**config.mk**
```make
export PLATFORM = sky130hd
export DESIGN_NAME = dma_dev_port
export DESIGN_NICKNAME = d
export VERILOG_FILES = /design/src/rtl/dma_dev_port.sv
export SDC_FILE = /design/constraint.sdc
export NUM_CORES = 1
export LEC_CHECK = 0
export BUFFER_PORTS_ARGS = -buffer_cell sky130_fd_sc_hd__clkbuf_2
export CAP_MARGIN = 10
export CORE_ASPECT_RATIO = 0.7
export CORE_MARGIN = 2
export CORE_UTILIZATION = 55
export CTS_BUF_LIST = sky130_fd_sc_hd__clkbuf_8
export DETAILED_ROUTE_END_ITERATION = 10
export PLACE_DENSITY = 0.73
export SLEW_MARGIN = 20
export SYNTH_ARGS = -nofsm -noshare
export SYNTH_HDL_FRONTEND = slang
export SYNTH_SLANG_ARGS = --single-unit
```
**constraint.sdc**
```tcl
create_clock -name clk -period 4.3 [get_ports clk]
set_input_delay 0.215 -clock clk [delete_from_list [all_inputs] [get_ports clk]]
set_output_delay 0.215 -clock clk [all_outputs]
set_load 0.1 [all_outputs]
```
**src/rtl/dma_dev_port.sv**
```systemverilog
// dma_dev_port: device-side initiator for the DMA controller handshake.
// Owns a local word buffer. One command produces one DMA request; the
// buffer is then filled from memory (read) or streamed to memory (write).
// A watchdog aborts transfers that stall without dma_ack or end_flag.
//
// Ports:
//   clk, reset_n          clock, asynchronous active-low reset
//   cmd_start/rd_wr/      command strobe (IDLE only), direction
//   cmd_words/cmd_addr    (1=read into buffer), word count, byte address
//   dev_stall             local back-pressure, forces dev_ack low
//   buf_addr/wdata/we     local buffer port (writes only while idle)
//   buf_rdata             combinational buffer[buf_addr]
//   rqst/rd_wr/num_words/ DMA request side; command fields held stable
//   start_addr            for the whole transfer
//   dev_ack/dev_in        device ready/valid strobe and write data to DMA
//   dma_ack/dev_out/      DMA strobe, read data from DMA, end of transfer
//   end_flag
//   busy/done/err/        status: in progress, completion pulse, sticky
//   words_done            error, words moved by the last command
module dma_dev_port #(
  parameter int ADD_LEN   = 16,
  parameter int DATA_LEN  = 16,
  parameter int BUF_DEPTH = 4,
  parameter int TIMEOUT   = 1024
) (
  input  logic                 clk,
  input  logic                 reset_n,
  input  logic                 cmd_start,
  input  logic                 cmd_rd_wr,
  input  logic [ADD_LEN-1:0]   cmd_words,
  input  logic [ADD_LEN:0]     cmd_addr,
  input  logic                 dev_stall,
  input  logic [BUF_DEPTH-1:0] buf_addr,
  input  logic [DATA_LEN-1:0]  buf_wdata,
  input  logic                 buf_we,
  output logic [DATA_LEN-1:0]  buf_rdata,
  output logic                 rqst,
  output logic                 rd_wr,
  output logic [ADD_LEN-1:0]   num_words,
  output logic [ADD_LEN:0]     start_addr,
  output logic                 dev_ack,
  output logic [DATA_LEN-1:0]  dev_in,
  input  logic                 dma_ack,
  input  logic [DATA_LEN-1:0]  dev_out,
  input  logic                 end_flag,
  output logic                 busy,
  output logic                 done,
  output logic                 err,
  output logic [BUF_DEPTH:0]   words_done
);

  localparam int IDX_W  = BUF_DEPTH + 1;
  localparam int NWORDS = 1 << BUF_DEPTH;
  localparam int WD_W   = (TIMEOUT > 1) ? $clog2(TIMEOUT) : 1;

  typedef enum logic [2:0] {
    S_IDLE, S_REQ, S_XFER, S_WAIT_END, S_DONE, S_ERR
  } state_t;

  state_t               state_reg, state_next;
  logic [IDX_W-1:0]     index_reg, index_next;
  logic [WD_W-1:0]      wdog_reg, wdog_next;
  logic                 err_next;
  logic [DATA_LEN-1:0]  mem [NWORDS];

  logic [ADD_LEN-1:0]   idx_ext;
  logic                 idx_lt, idx_last, cmd_bad, quiet, wd_hit, take_word;

  assign idx_ext   = ADD_LEN'(index_reg);
  assign idx_lt    = idx_ext < num_words;
  assign idx_last  = (idx_ext + ADD_LEN'(1)) == num_words;
  assign cmd_bad   = (cmd_words > ADD_LEN'(NWORDS)) || cmd_addr[0];
  assign quiet     = !dma_ack && !end_flag;
  // Terminal count of the watchdog; TIMEOUT=0 never hits.
  assign wd_hit    = (TIMEOUT != 0) && (wdog_reg == WD_W'(TIMEOUT - 1));
  // A DMA strobe that actually moves a word (never past num_words).
  assign take_word = (state_reg == S_XFER) && dma_ack && idx_lt;

  // State register
  always_ff @(posedge clk or negedge reset_n) begin
    if (!reset_n) state_reg <= S_IDLE;
    else          state_reg <= state_next;
  end

  // Next-state logic
  always_comb begin
    state_next = state_reg;
    unique case (state_reg)
      S_IDLE:     if (cmd_start) state_next = cmd_bad ? S_DONE : S_REQ;
      S_REQ:      state_next = S_XFER;
      S_XFER: begin
        // end_flag wins; a word strobed in the same cycle is still taken.
        if (end_flag)                                state_next = S_DONE;
        else if (!idx_lt || (dma_ack && idx_last))   state_next = S_WAIT_END;
        else if (quiet && wd_hit)                    state_next = S_ERR;
      end
      S_WAIT_END: begin
        if (end_flag)             state_next = S_DONE;
        else if (quiet && wd_hit) state_next = S_ERR;
      end
      S_DONE:     state_next = S_IDLE;
      S_ERR:      if (end_flag || wd_hit) state_next = S_DONE;
      default:    state_next = S_IDLE;
    endcase
  end

  // Datapath next values: index, watchdog, sticky error
  always_comb begin
    index_next = index_reg;
    if (state_reg == S_IDLE && cmd_start) index_next = '0;
    else if (take_word)                   index_next = index_reg + IDX_W'(1);

    wdog_next = '0;
    unique case (state_reg)
      S_XFER, S_WAIT_END: begin
        wdog_next = quiet ? wdog_reg + WD_W'(1) : '0;
        if (state_next == S_ERR) wdog_next = '0;   // ERR gets a fresh window
      end
      S_ERR:   wdog_next = wdog_reg + WD_W'(1);
      default: wdog_next = '0;
    endcase

    err_next = err;
    if (state_reg == S_IDLE && cmd_start) err_next = cmd_bad;
    // Read data offered after the buffer slot count is exhausted is dropped.
    if ((state_reg == S_XFER || state_reg == S_WAIT_END) && dma_ack && rd_wr && !take_word)
      err_next = 1'b1;
    if (state_next == S_ERR) err_next = 1'b1;
    // Early end_flag: the DMA stopped short of the requested count.
    if (state_next == S_DONE && state_reg != S_IDLE && state_reg != S_DONE &&
        ADD_LEN'(index_next) != num_words)
      err_next = 1'b1;
  end

  always_ff @(posedge clk or negedge reset_n) begin
    if (!reset_n) begin
      index_reg  <= '0;
      wdog_reg   <= '0;
      err        <= 1'b0;
      words_done <= '0;
      rd_wr      <= 1'b0;
      num_words  <= '0;
      start_addr <= '0;
    end else begin
      index_reg <= index_next;
      wdog_reg  <= wdog_next;
      err       <= err_next;
      if (state_reg == S_IDLE && cmd_start && !cmd_bad) begin
        rd_wr      <= cmd_rd_wr;
        num_words  <= cmd_words;
        start_addr <= cmd_addr;
      end
      // Captured on entry so it is valid alongside the done pulse.
      if (state_next == S_DONE && state_reg != S_DONE)
        words_done <= index_next;
    end
  end

  // Buffer: not reset. Local writes are only possible while idle, so they
  // can never collide with DMA read data.
  always_ff @(posedge clk) begin
    if (take_word && rd_wr)
      mem[index_reg[BUF_DEPTH-1:0]] <= dev_out;
    else if (state_reg == S_IDLE && buf_we)
      mem[buf_addr] <= buf_wdata;
  end

  assign buf_rdata = mem[buf_addr];

  // Output logic
  always_comb begin
    rqst    = 1'b0;
    dev_ack = 1'b0;
    dev_in  = '0;
    busy    = 1'b1;
    done    = 1'b0;
    unique case (state_reg)
      S_IDLE: busy = 1'b0;
      S_REQ:  rqst = 1'b1;
      S_XFER: begin
        dev_ack = !dev_stall && idx_lt;
        if (!rd_wr) dev_in = mem[index_reg[BUF_DEPTH-1:0]];
      end
      S_DONE: done = 1'b1;
      default: ;
    endcase
  end

endmodule
```
### Yosys cells after proc, flatten, opt, wreduce, memory -nomap -nowiden

Memories as Yosys holds them, arrays and structs flattened.
Index checks and enable logic that the tools add are counted.

| cells by class | value |
|---|---|
| add/sub/neg operators | 3 |
| $lt $le $gt $ge | 2 |
| eq/ne operators | 11 |
| muxes and demuxes | 31 |
| reduce and logical (&&, ||, !) cells | 32 |

Operators by type and width:

| cell | number |
|---|---|
| $mux 16 | 3 |
| $mux 3 | 7 |
| $mux 10 | 2 |
| $pmux 10 s2 | 1 |
| $logic_and 1x1->1 | 17 |
| $eq 6x16->1 | 1 |
| $gt 16x5->1 const B | 1 |
| $lt 5x16->1 | 1 |
| $ne 5x16->1 | 1 |
| $reduce_or 16->1 | 1 |
| $pmux 3 s5 | 1 |
| $mux 1 | 14 |
| $eq 3x3->1 const B | 4 |
| $add 10x1->10 const B | 1 |
| $eq 10x10->1 const B | 1 |
| $mux 5 | 2 |
| $add 5x1->6 const B | 1 |
| $eq 3x2->1 const B | 2 |
| $logic_not 1->1 | 6 |
| $add 5x1->5 const B | 1 |
| $logic_or 1x1->1 | 4 |
| $mux 4 | 1 |
| $reduce_bool 4->1 | 1 |
| $eq 3x1->1 const B | 1 |
| other kinds (4) | 4 |

| storage, ports and cells | value |
|---|---|
| register bits | 58 |
| bits in writable memories | 256 |
| output and inout bits | 76 |
| logic and storage cells | 88 |
| memories kept | 1 |

Memories:

| name | depth | bits a word | rd ports | clocked after memory_dff | write ports | line | RTL |
|---|---|---|---|---|---|---|---|
| mem | 16 | 16 | 2 | 0 | 1 | 64 | `logic [DATA_LEN-1:0] mem [NWORDS];` |

### Depth between registers and ports, before layout

| logic depth | value |
|---|---|
| word-level depth | 12 |
| depth in mapped cells | 13 |
| gate-level depth less buffers | 10 |

### Worst setup path after synthesis

OpenSTA, ideal clock, no wires.

| timing | value |
|---|---|
| path type | flip-flop to output port |
| start point | register num_words[3] |
| end point | output dev_ack |
| arrival | 4.820 ns |
| data required time | 4.085 ns |
| path slack | -0.735 ns |
| cell stages (with the launch flop) | 8 |
| cells stage by stage | dfrtp_1 inv_1 ha_1 a21o_1 a21oi_1 a21boi_2 buf_4 nor4_1 |

| on the way | value |
|---|---|
| word-level cells in the longest chain between the ends | 3 |

RTL lines:

| item | line | RTL |
|---|---|---|
| start: declaration | 39 | `output logic [ADD_LEN-1:0] num_words,` |
| start signal: assignment | 150 | `num_words <= cmd_words;` |
| $lt 5x16->1 | 70 | `assign idx_lt = idx_ext < num_words;` |
| $logic_and 1x1->1 | 181 | `dev_ack = !dev_stall && idx_lt;` |
| $mux 1 | 177 | `unique case (state_reg)` |
| end: declaration | 41 | `output logic dev_ack,` |

No other way between the ends.

### Worst setup path after layout

| timing | value |
|---|---|
| start point | register index_reg[0] |
| end point | output dev_in[14] |

| on the way | value |
|---|---|
| word-level cells in the longest chain between the ends | 3 |

RTL lines:

| item | line | RTL |
|---|---|---|
| start: declaration | 61 | `logic [IDX_W-1:0] index_reg, index_next;` |
| start signal: assignment | 145 | `index_reg <= index_next;` |
| $mem_v2 16x16 | n/a |  |
| $mux 16 | 182 | `if (!rd_wr) dev_in = mem[index_reg[BUF_DEPTH-1:0]];` |
| $mux 16 | 177 |  |
| end: declaration | 42 | `output logic [DATA_LEN-1:0] dev_in,` |

No other way between the ends.

==> run metrics <==
Tcrit/Tclk final=86.00%; pin count of the biggest net entering global routing=59; Cell Rows=50; Top FF cell, synth=edfxtp_1; Top Ports=between 150 and 200; top cells by count, synth=256 x edfxtp_1, 160 x mux4_2, 58 x dfrtp_1; Hold Crit Depth=5; mean post-synth cell area=18.88 sq um; gpl congestion=0.8959; Placed Area=16180 sq um; port buffer count=152; register clock-pin slew on the reported worst setup and hold paths=0.07 ns; routed via count=8584; GR Util met3=5.550%; Min-Delay Path Class=in -> reg; ant diodes=0; Final Skew=0.01269 ns; drt first pass iters=5; Synth async-reset ratio=18.47%; filler cell count=1883; die area=28160 sq um; post-synth cell types=between 50 and 60; sequential-to-total area share from yosys stat=roughly three fifths; CTS H-tree depth=2; grt ovf=0; Initial Util=55.59%; Arr. time, crit path=3.48 ns; slew margin rel.=30.86%; vias in the first global route=roughly 8600; syn_nets=about 870; leak pwr=slightly above 6 nW; Synth Register Bits=around 310; vias per inst=6.162; YS warnings=0; Num CTS Buffers=49; crit path launch type=flip-flop; Peak VDD IR=286.7 uV; power density over the cells=385.4 nW/um^2; Top Registers=mem x256, start_addr x17, num_words x16; post-layout net count=1077; max frequency=270.4 MHz; CP Capture Type=primary output; worst r2r path cells=10; P&R area growth vs syn=17.17%; endpoints failing hold=0; wire per inst=25.41 microns; CTS tree=yes; final non-filler cell total=between 1000 and 1500; Crit Path Max Fanout=43; GRT Util Overall=26.58%; FF-to-FF setup slack=0.91 ns; clock tree buffer depth=3; post-detail-place hpwl=roughly 22 mm; Final Critical Period=between 3 and 4 ns; fin. max-slew vios=0; critical path data required time=4.09 ns; cell total after placement=1282; Clock Sinks=around 310; leading area contributor after synthesis=edfxtp_1; Post-synth EDFFs=256; met1 Use GR=roughly two fifths; CTS root buffer=clkbuf_8; DP Worst Slack=0.9021 ns; setup_tns=0 ns; final instance area=around 17000 sq um; DRC Markers=0; status=completed; Most Crowded Layer GR=met1; Cell Area, Synth=14750 sq um; Largest register FFs=256; fin util=65.14%; RSZ-0062 raised after global routing=false; layout cells sized above 1=45.87%; first-pass GRT wire length=53.78 mm; initial antenna violation count=0; width of the die=roughly 200 microns; count leader, synth=edfxtp_1; final setup fails=0; CP Class=reg -> out; Core Box Area=26530 sq um; remaining antenna violation count=0; post-synth top area share=52.13%; synth top area cells=edfxtp_1 52%, mux4_2 24%, dfrtp_1 9.8%, mux2_2 2.7%, nor2b_1 1.4%; clk_lat worst skew=0.58 ns; grt met2 use=39.80%; max_cap viols=0; Iter 0 DRT Violations=675; Biggest register=mem; Synth Instances=about 780; actual slew at the worst max-slew pin=1.037 ns; final worst setup slack=roughly 0.6 ns; Die H=141 microns; Final Routed Wirelength=35.39 mm
## power by group
part | total (mW) | internal, mW | switching (mW)
Combinational | 0.894 | 0.285 | 0.609
Sequential | 3.51 | 3.48 | 0.0353
Clock | 2.25 | 1.11 | 1.14
Total | 6.66 | 4.88 | 1.78
## metal layers
layer	routed length, microns	vias to the layer above
met5	0	-
met4	532	0
met3	3080	41
met2	17030	378
met1	14750	4489
li1	-	3676
## logic make-up (layout without fill, tap and decap cells)
group / count (synthesis) / in the layout / share of synthesized area [%]
AOI/OAI and AO/OA: 37 / 37 / 1.807
xor gates and xnor gates: 20 / 20 / 1.188
adders and majority gates: 7 / 7 / 0.5939
buffers and inverters: 58 / 306 / 1.578
DFF: 314 / 314 / 61.97
muxes: 202 / 202 / 27.62
and+or+nand+nor: 143 / 143 / 5.244
## layout make-up
cell class | count | area (sq um) | share of cell area, %
Inverter | 10 | 37.54 | 0.2172
Clock buffer | 52 | 715.7 | 4.142
Tap cell | 364 | 455.4 | 2.636
Clock inverter | 35 | 147.6 | 0.8545
Timing Repair Buffer | 209 | 1351 | 7.820
Sequential cell | 314 | 9144 | 52.92
Multi-Input combinational cell | 409 | 5428 | 31.41
## cells in the final DEF (no fill, tap or decap), types with 5 or more instances in the layout
cell           instances
edfxtp_1             256
mux4_2               160
clkbuf_2             150
dfrtp_1               56
clkbuf_8              52
mux2_2                35
nor2b_1               33
inv_1                 27
buf_4                 26
dlygate4sd3_1         24
nand2_1               20
nor2_1                19
nor2_2                16
nand3_1               12
o21ai_0               11
xor2_1                10
xnor2_1               10
clkinv_1               8
buf_12                 8
ha_1                   7
clkinv_2               7
nor4_1                 6
nand2b_1               5
a31oi_1                5
a21oi_1                5
or3_1                  5
## timing repair
action                                 4_1_cts  5_1_grt
endpoints found under the hold margin       82        0
buffers inserted                             0        0
resized for setup                            0        0
hold buffers                                24        0
## final timing paths
path                                from             end
max reg2reg                 num_words[3]       mem[1][1]
min in group asynchronous        reset_n  start_addr[15]
max                         index_reg[0]      dev_in[14]
min reg2reg                words_done[1]   words_done[1]
min                         cmd_words[9]    state_reg[0]
max in group asynchronous        reset_n    index_reg[0]
## metrics by stage
stage	power (mW)	hold WS, ns
2_1_floorplan	4.188	-0.08059
3_3_place_gp	4.447	0.4069
3_5_place_dp	4.458	0.4053
4_1_cts	6.713	0.08830
5_1_grt	6.906	0.1387
6_report	6.660	0.1285
## worst max-delay path: stages, from the launching register on
cell and delay [ns]:
dfrtp_4 0.82, buf_12 0.38, mux4_2 0.57, mux4_2 0.51, nor2b_1 0.16, clkbuf_2 0.42
(Power assumes the default switching activity.)
